`config.mk`:
```
export PLATFORM = sky130hd
export DESIGN_NAME = rx_control
export DESIGN_NICKNAME = d
export VERILOG_FILES = /design/src/rtl/rx_pkg.sv /design/src/rtl/start_bit_det.sv /design/src/rtl/rx_control.sv
export SDC_FILE = /design/constraint.sdc
export NUM_CORES = 1
export LEC_CHECK = 0
export CAP_MARGIN = 20
export CORE_AREA = 2 2 51 53
export CTS_BUF_LIST = sky130_fd_sc_hd__clkbuf_8
export DETAILED_ROUTE_END_ITERATION = 7
export DIE_AREA = 0 0 53 55
export MAX_ROUTING_LAYER = met4
export PLACE_DENSITY = 0.72
export SYNTH_ARGS = -nofsm -noshare
export SYNTH_HDL_FRONTEND = slang
export SYNTH_SLANG_ARGS = --single-unit
```
`constraint.sdc`:
```
create_clock -name clk -period 1.94 [get_ports clk]
set_clock_uncertainty 0.1 [all_clocks]
set_input_delay 0.388 -clock clk [delete_from_list [all_inputs] [get_ports clk]]
set_output_delay 0.388 -clock clk [all_outputs]
set_load 0.02 [all_outputs]
```
`src/rtl/rx_pkg.sv`:
```
// Shared types and constants for the serial receive control path.
package rx_pkg;

    localparam int unsigned FRAME_BITS = 9;
    localparam int unsigned DATA_BITS  = 8;
    localparam logic        IDLE_LINE  = 1'b1;

    typedef enum logic [2:0] {
        IDLE,
        START,
        VALIDATE,
        RECEIVE,
        CHECK,
        LOAD
    } rx_state_t;

endpackage

```
`src/rtl/start_bit_det.sv`:
```
// Multi-flop synchronizer for the raw serial line plus 1->0 edge detect on the synced value.
module start_bit_det
    import rx_pkg::*;
#(
    parameter int unsigned SYNC_STAGES = 2
) (
    input  logic clk,
    input  logic n_rst,
    input  logic serial_in,
    output logic sync_bit,
    output logic start_edge
);

    logic [SYNC_STAGES-1:0] sync_q;
    logic                   prev_q;

    always_ff @(posedge clk or negedge n_rst) begin
        if (!n_rst) begin
            sync_q <= {SYNC_STAGES{IDLE_LINE}};
            prev_q <= IDLE_LINE;
        end else begin
            sync_q <= {sync_q[SYNC_STAGES-2:0], serial_in};
            prev_q <= sync_q[SYNC_STAGES-1];
        end
    end

    assign sync_bit   = sync_q[SYNC_STAGES-1];
    assign start_edge = prev_q & ~sync_q[SYNC_STAGES-1];

endmodule

```
`src/rtl/rx_control.sv`:
```
// Receive control: start detect, frame assembly, framing check and buffered byte handshake.
// Optional start-bit validation window is enabled by defining RX_START_VALIDATE_EN.
module rx_control
    import rx_pkg::*;
#(
    parameter int unsigned SYNC_STAGES        = 2,
    parameter int unsigned START_CHECK_CYCLES = 4
) (
    input  logic                 clk,
    input  logic                 n_rst,
    input  logic                 serial_in,
    input  logic                 shift_strobe,
    input  logic                 packet_done,
    input  logic                 data_read,
    output logic                 enable_timer,
    output logic [DATA_BITS-1:0] rx_data,
    output logic                 data_ready,
    output logic                 overrun_error,
    output logic                 framing_error
);

    if (SYNC_STAGES < 2) begin : g_bad_sync
        $error("SYNC_STAGES must be at least 2");
    end
    if (START_CHECK_CYCLES < 1) begin : g_bad_check
        $error("START_CHECK_CYCLES must be at least 1");
    end

    logic sync_bit, start_edge;

    start_bit_det #(
        .SYNC_STAGES(SYNC_STAGES)
    ) u_start_bit_det (
        .clk       (clk),
        .n_rst     (n_rst),
        .serial_in (serial_in),
        .sync_bit  (sync_bit),
        .start_edge(start_edge)
    );

    rx_state_t             state_q, state_d;
    logic [FRAME_BITS-1:0] sr_q, sr_d;
    logic [DATA_BITS-1:0]  data_q, data_d;
    logic                  ready_q, ready_d;
    logic                  over_q, over_d;
    logic                  frame_q, frame_d;
    logic                  en_q, en_d;

`ifdef RX_START_VALIDATE_EN
    localparam int unsigned CntW = $clog2(START_CHECK_CYCLES + 1);
    logic [CntW-1:0] cnt_q, cnt_d;

    always_ff @(posedge clk or negedge n_rst) begin
        if (!n_rst) cnt_q <= '0;
        else        cnt_q <= cnt_d;
    end
`endif

    always_ff @(posedge clk or negedge n_rst) begin
        if (!n_rst) state_q <= IDLE;
        else        state_q <= state_d;
    end

    always_comb begin
        state_d = state_q;
        unique case (state_q)
            IDLE:     if (start_edge) state_d = START;
`ifdef RX_START_VALIDATE_EN
            START:    state_d = VALIDATE;
            VALIDATE: begin
                if (sync_bit) begin
                    state_d = IDLE;
                end else if (cnt_q == CntW'(START_CHECK_CYCLES - 1)) begin
                    state_d = RECEIVE;
                end
            end
`else
            START:    state_d = RECEIVE;
            VALIDATE: state_d = IDLE;
`endif
            RECEIVE:  if (packet_done) state_d = CHECK;
            CHECK:    state_d = sr_q[FRAME_BITS-1] ? LOAD : IDLE;
            LOAD:     state_d = IDLE;
            default:  state_d = IDLE;
        endcase
    end

    always_comb begin
        sr_d    = sr_q;
        data_d  = data_q;
        ready_d = ready_q;
        over_d  = over_q;
        frame_d = frame_q;
`ifdef RX_START_VALIDATE_EN
        cnt_d   = cnt_q;
`endif
        // A read outside LOAD acknowledges the buffer; in LOAD the new byte takes priority.
        if (data_read && state_q != LOAD) begin
            ready_d = 1'b0;
            over_d  = 1'b0;
        end
        case (state_q)
            START: begin
                frame_d = 1'b0;
                sr_d    = '1;
`ifdef RX_START_VALIDATE_EN
                cnt_d   = '0;
`endif
            end
`ifdef RX_START_VALIDATE_EN
            VALIDATE: cnt_d = cnt_q + 1'b1;
`endif
            RECEIVE: begin
                if (shift_strobe) sr_d = {sync_bit, sr_q[FRAME_BITS-1:1]};
            end
            CHECK: begin
                if (!sr_q[FRAME_BITS-1]) frame_d = 1'b1;
            end
            LOAD: begin
                data_d  = sr_q[DATA_BITS-1:0];
                ready_d = 1'b1;
                over_d  = ready_q && !data_read;
            end
            default: ;
        endcase
        en_d = (state_d == RECEIVE);
    end

    always_ff @(posedge clk or negedge n_rst) begin
        if (!n_rst) begin
            sr_q    <= '1;
            data_q  <= '0;
            ready_q <= 1'b0;
            over_q  <= 1'b0;
            frame_q <= 1'b0;
            en_q    <= 1'b0;
        end else begin
            sr_q    <= sr_d;
            data_q  <= data_d;
            ready_q <= ready_d;
            over_q  <= over_d;
            frame_q <= frame_d;
            en_q    <= en_d;
        end
    end

    assign enable_timer  = en_q;
    assign rx_data       = data_q;
    assign data_ready    = ready_q;
    assign overrun_error = over_q;
    assign framing_error = frame_q;

endmodule

```
Yosys cells after proc, flatten, opt, wreduce, memory -nomap -nowiden. Index checks and enable logic that the tools add are counted.

Add/subtract/negate cells: 0. Multiply operators: 0. Div/mod/pow operators: 0. $lt $le $gt $ge: 0. Equal/unequal tests: 8. Shift-type cells: 0. Mux-type cells: 11. Bitwise logic cells: 2. Reductions and logical operators: 9.

Operators with widths (count): $pmux W9 S2 (1); $pmux W3 S4 (1); $mux W3 (3); $mux W9 (1); $eq A3 B2 Y1 const B (2); $eq A3 B3 Y1 const B (2); $reduce_bool A2 Y1 (3); $mux W1 (4); $ne A2 B2 Y1 const B (2); $reduce_and A2 Y1 (2); $eq A3 B1 Y1 const B (1); $logic_not A3 Y1 (1); $ne A3 B3 Y1 const B (1); $logic_and A1 B1 Y1 (2); $pmux W1 S2 (1); $and A1 B1 Y1 (1); $logic_not A1 Y1 (1); $not A1 Y1 (1).

Flip-flop bits (word level): 27. Bits in latches: 0. Memory bits (writable): 0. Bits in read-only memories: 0. Input port bits: 6. Output and inout port bits: 12. Word-level logic and storage cells: 39. Memories: 0.

Logic depth before layout (Yosys ltp). Gate-level depths: netlist (run 1).

Depth in word-level cells: 5. Depth in mapped cells: 5. Mapped depth without buffers: 3.

Cells and area by module. From an unflattened synthesis (run 1), not the netlist that was laid out.

Cells, all modules: 91. Area total of the unflattened synthesis: 1133.6 µm².

By module, submodules not included: rx_control (times used 1, cells an instance 87, area each 1041.0 µm²); start_bit_det (times used 1, cells an instance 4, area each 92.6 µm²).

Least setup slack after synthesis (run 1). OpenSTA, ideal clock, no wires.

Path kind: register to register. Start point: register state_q[1]. End point: register data_q[0] (netlist: rx_data[0]). Setup time: 125 ps. Arrival time: 1065 ps. Required time: 1715 ps. Setup slack: 650 ps. Cell stages (with the launch flop): 5. Buffers on the path: 2. Period minus slack after synthesis: 1290 ps. Path through: dfrtp_1 buf_2 nand3b_4 buf_6 mux2_4.

Cells in the longest elaborated chain, start to end: 1.

RTL lines: start: declaration (RTL line rx_control.sv:41) `rx_state_t state_q, state_d;`; start signal: assignment (RTL line rx_control.sv:61) `else state_q <= state_d;`; $eq A3 B3 Y1 (RTL line rx_control.sv:102) `case (state_q)`; end signal: assignment (RTL line rx_control.sv:139) `data_q <= data_d;`; end: declaration (RTL line rx_control.sv:43) `logic [DATA_BITS-1:0] data_q, data_d;`.

No other way between the ends. A chain may end at the register's enable or synchronous reset.

Worst setup path in the final report (run 1).
Start point: register ready_q (netlist: data_ready). End point: output port data_ready.

RTL lines: start: declaration (RTL line rx_control.sv:44) `logic ready_q, ready_d;`; start signal: assignment (RTL line rx_control.sv:140) `ready_q <= ready_d;`; end: declaration (RTL line rx_control.sv:17) `output logic data_ready,`.

No word-level cell between the ends.

==> reports/results.ini, run 1 <==
[floorplan]
core_region_area_um2=2360
die_x_um=53
io_pins=18
start_util=0.469
die_h_um=55
placementRows=18
dieArea_um2=2920

[logic_synthesis]
synth_async_sr_flop_share=1.00
syn_inst=89
ys_seq_area_frac=0.623
synth_fp_nets=95
synth-edff-count=0
synth_cell_types=23
synth_top_area_cell=dfrtp_1
synth_most_common_cell=dfrtp_1
synth_ff_type=dfrtp_1
synth_top_cell_area_share=0.339
synth_area_leaders=dfrtp_1 34%, dfstp_2 28%, mux2_4 8.1%, o22ai_1 5.1%, a21oi_1 4.5%
avgSynthCellArea_um2=12.5
ys_warn_count=0
syn-cell-area_um2=1110
synthTopCellsByCount=15 x dfrtp_1, 12 x dfstp_2, 11 x nor2_1, 10 x a21oi_1, 9 x o22ai_1
ys_ff_latch=27

[clock_tree]
hold_buffers=0
path_clk_slew_ns=0.09
post_cts.repair.setup_buffers=0
clock-root-buffer=clkbuf_8
tritoncts=built
clk_latency_ns=0.28
post_cts_resize_count=0
htreeDepth=1
clk_path_buf_depth=2
cts_made_buffers=3
clock_sinks=27

[sta]
drv_slew=0
min_period_ns=1.74
setup_violations=0
period_share=0.898
rsz0062_at_grt=false
slew_headroom=0.655
hold_violations=0
max_slew.worst_pin.slew_ns=0.516
fmax_mhz=574
setup_tns_ns=0

[global_route]
grt.total_usage=0.155
antenna_found_initial=0
grt_max_degree=28
grt.overflow.total=0
grt_pass1_wl_mm=3.11
grt_pass1_vias=672

[setup_path]
path_cells=clkdlybuf4s50_1
endpoint=data_ready
reg2reg_setup_slack_ns=0.57
crit_required_ns=1.45
critical-path-slowest-cell=clkdlybuf4s50_1
end_kind=output pin
cp_top_family=buffers and inverters
criticalPathCategory=flop to output pin
reg2reg_depth=3
cp.arrival_ns=1.25
cp.buffers_inverters=1
cp_max_fo=3
reg2reg_from=state_q[0]$_DFF_PN0_
timing.rr.end=sr_q[5]$_DFFE_PN1P_
worstSetupPathDepth=1
max_stage_delay_ns=0.61
cp-start-kind=flop
cp-startpoint=data_ready$_DFFE_PN0P_

[flow_run]
maxCapViolations=0

[final_layout]
n_antenna_cell=0
layout.cells.non_filler=138
fin_nets=115
drive_above_1_share=0.259
fin_area_um2=1360
syn_to_final_growth_pct=22.5

[detailed_routing]
drc=0
wl_per_cell_um=13.3
wl_met3_um=88
routed_via_density=5.24
vias=723
wl_met1_um=874
routed_wl_mm=1.84
drtIter0Drc=12
drtPass1Iterations=4
wl_met2_um=834
ant_nets=0
topRoutingLayerUsed=met4

[place]
placed_area_um2=1310
dpl.cell_count=134
port-buffer-count=17
hpwl_mm=1.27
globalplace.congestion=0.690

[pwr]
power_density_nw_per_um2=1410
peakVddDrop_v=0.000937
power.total_uw=1920
leakagePower_uw=0.000566

[status]
status=finished clean

[worst_hold_path]
worstHoldStart=u_start_bit_det.sync_q[0]$_DFF_PN1_
hp-class=flop to flop

[registers in the layout (all words and copies together), names as in the netlist]
| name | count |
|---|---|
| enable_timer | 1 |
| overrun_error | 1 |
| rx_data | 8 |
| u_start_bit_det.sync_q | 2 |
| data_ready | 1 |
| state_q | 3 |
| framing_error | 1 |
| sr_q | 9 |
| u_start_bit_det.prev_q | 1 |
[cell type report]
type	instances	area, µm²
Fill cell	206	1010
Timing Repair Buffer	20	193
Inverter	2	7.51
Clock buffer	3	41.3
Clock inverter	1	7.51
Multi-Input combinational cell	55	380
Tap cell	30	37.5
Sequential cell	27	691
[layer usage]
metal,vias up,track usage
met5,-,-
met4,0,0.0769
met3,5,0.0296
met2,21,0.250
met1,343,0.189
li1,354,-
[metrics by stage]
step	worst slack [ns]	util	hold slack (ns)
4_1_cts	0.191	0.574	0.264
6_report	0.198	0.574	0.262
3_3_place_gp	0.433	0.553	0.247
5_1_grt	0.149	0.574	0.270
3_5_place_dp	0.385	0.553	0.248
2_1_floorplan	0.650	-	-0.00759
[worst min path at each step]
| stage | cells past startpoint | end |
|---|---|---|
| 6_report | 0 | u_start_bit_det.sync_q[1]$_DFF_PN1_ |
| 2_1_floorplan | 0 | data_ready$_DFFE_PN0P_ |
| 5_1_grt | 0 | u_start_bit_det.sync_q[1]$_DFF_PN1_ |
| 3_3_place_gp | 0 | u_start_bit_det.sync_q[1]$_DFF_PN1_ |
| 4_1_cts | 0 | u_start_bit_det.sync_q[1]$_DFF_PN1_ |
| 3_5_place_dp | 0 | u_start_bit_det.sync_q[1]$_DFF_PN1_ |
[power by group]
group / total, µW / internal [µW] / leakage, µW / switching, µW
Sequential: 851 / 730 / 0.000299 / 122
Clock: 321 / 146 / 0.0000217 / 175
Combinational: 744 / 380 / 0.000246 / 364
[placed cells by master (no fill, tap or decap), types with 3 or more instances in the layout]
master           Yosys  final
clkdlybuf4s50_1      0     17
dfrtp_1             15     15
dfstp_2             12     12
nor2_1              11     11
a21oi_1             10     10
o22ai_1              9      9
o21ai_0              6      6
mux2_4               6      6
clkbuf_8             0      3
buf_4                0      3
[cell families (layout without fill, tap and decap cells)]
kind of cell / count (synthesis) / count (layout) / share of synthesized area
compound gates: 27 / 27 / 0.137
flops: 27 / 27 / 0.623
simple gates: 20 / 20 / 0.106
mux: 8 / 8 / 0.100
buf+inv: 7 / 26 / 0.0339
(Power assumes the default switching activity.)
==> inputs of run 2 (changes only) <==
--- a/config.mk
+++ b/config.mk
@@ -7,7 +7,7 @@
 export LEC_CHECK = 0
 export CAP_MARGIN = 20
 export CORE_AREA = 2 2 51 53
-export CTS_BUF_LIST = sky130_fd_sc_hd__clkbuf_8
+export CTS_BUF_LIST = sky130_fd_sc_hd__clkbuf_16
 export DETAILED_ROUTE_END_ITERATION = 7
 export DIE_AREA = 0 0 53 55
 export MAX_ROUTING_LAYER = met4
==> reports/results.ini, run 2 (same netlist as run 1, synthesis figures left out) <==
[status]
status=finished clean

[worst_hold_path]
worstHoldStart=u_start_bit_det.sync_q[0]$_DFF_PN1_
hp-class=flop to flop

[sta]
slew_headroom=0.664
period_share=0.890
fmax_mhz=579
setup_violations=0
max_slew.worst_pin.slew_ns=0.503
setup_tns_ns=0
min_period_ns=1.73
hold_violations=0
rsz0062_at_grt=false
drv_slew=0

[flow_run]
maxCapViolations=0

[setup_path]
end_kind=output pin
cp.buffers_inverters=1
critical-path-slowest-cell=clkdlybuf4s50_1
cp-start-kind=flop
criticalPathCategory=flop to output pin
path_cells=clkdlybuf4s50_1
reg2reg_from=state_q[0]$_DFF_PN0_
crit_required_ns=1.45
max_stage_delay_ns=0.61
cp_top_family=buffers and inverters
cp-startpoint=framing_error$_DFFE_PN0P_
cp_max_fo=3
cp.arrival_ns=1.24

[global_route]
grt.overflow.total=0
grt_pass1_wl_mm=3.29
grt_pass1_vias=724
antenna_found_initial=0
grt_max_degree=28
grt.total_usage=0.163

[pwr]
p_int_uw=1390
leakagePower_uw=0.000582
peakVddDrop_v=0.00116
sw_frac_of_total=0.327
clkPwrFrac=0.227
seqPwrFrac=0.413
power_density_nw_per_um2=1480
p_sw_uw=674
power_frac_comb=0.360

[clock_tree]
cts_made_buffers=3
hold_buffers=0
path_clk_slew_ns=0.07
post_cts_resize_count=0
clock-root-buffer=clkbuf_16
tritoncts=built
clk_path_buf_depth=2
htreeDepth=1
post_cts.repair.setup_buffers=0
clock_sinks=27
clk_latency_ns=0.26

[final_layout]
n_antenna_cell=0
regMostFlops=sr_q
fin_area_um2=1390
largest_reg_flops=9
drive_above_1_share=0.259
mostFrequentLayoutCell=clkdlybuf4s50_1
final_cell_mix=17 x clkdlybuf4s50_1, 15 x dfrtp_1, 12 x dfstp_2
fin_nets=115
syn_to_final_growth_pct=25.5

[place]
globalplace.congestion=0.690
placed_area_um2=1310
hpwl_mm=1.27
port-buffer-count=17

[floorplan]
start_util=0.469
core_region_area_um2=2360
placementRows=18
io_pins=18
die_h_um=55
dieArea_um2=2920
die_x_um=53

[detailed_routing]
wl_met1_um=951
ant_nets=0
vias=735
drtPass1Iterations=4
routed_via_density=5.33
wl_met3_um=70
routed_wl_mm=1.95
drtIter0Drc=10
drc=0
wl_per_cell_um=14.1
wl_met2_um=917
topRoutingLayerUsed=met4

[run 2: cell counts in the layout (fill, tap and decap cells not counted)]
No cell type changed its count.
[run 2: routing by layer]
layer / global-route usage / vias up
met2: 0.279 / 12
met4: 0.0641 / 0
met1: 0.192 / 365
met3: 0.0296 / 2
met5: - / -
li1: - / 356
[run 2: power groups by stage]
stage	Clock (µW)	Combinational (µW)	Sequential, µW
after floorplan	0	364	963
after global placement	0	736	855
after detailed placement	0	746	862
after CTS	482	748	852
after global routing	501	809	876
final	469	743	853
[run 2: area by class of cell]
type	instances	area (µm²)
inverters	2	7.51
repair buffers	20	193
clock inverters	1	7.51
flip-flops and latches	27	691
well taps	30	37.5
clock buffers	3	75.1
multi-input cells	55	380
fillers	194	973
[run 2: path summary, 6_finish.rpt]
path / slack (ns) / cells after the start / end
max reg2reg: 0.54 / 3 / sr_q[3]$_DFFE_PN1P_
min in group asynchronous: 0.40 / 2 / rx_data[2]$_DFFE_PN0P_
min: 0.26 / 0 / u_start_bit_det.sync_q[1]$_DFF_PN1_
max in group asynchronous: 1.04 / 2 / sr_q[7]$_DFFE_PN1P_
min reg2reg: 0.26 / 0 / u_start_bit_det.sync_q[1]$_DFF_PN1_
max: 0.21 / 1 / framing_error
[run 2: per-stage QoR]
| stage | worst slack (ns) | std cells | hold WS (ns) | util | total power (µW) |
|---|---|---|---|---|---|
| after floorplan | 0.650 | 89 | -0.00759 | - | 1330 |
| after global placement | 0.433 | 134 | 0.247 | 0.553 | 1590 |
| after detailed placement | 0.385 | 134 | 0.248 | 0.553 | 1610 |
| after CTS | 0.216 | 138 | 0.259 | 0.588 | 2080 |
| after global routing | 0.175 | 138 | 0.265 | 0.588 | 2190 |
| final | 0.213 | 138 | 0.259 | 0.588 | 2070 |
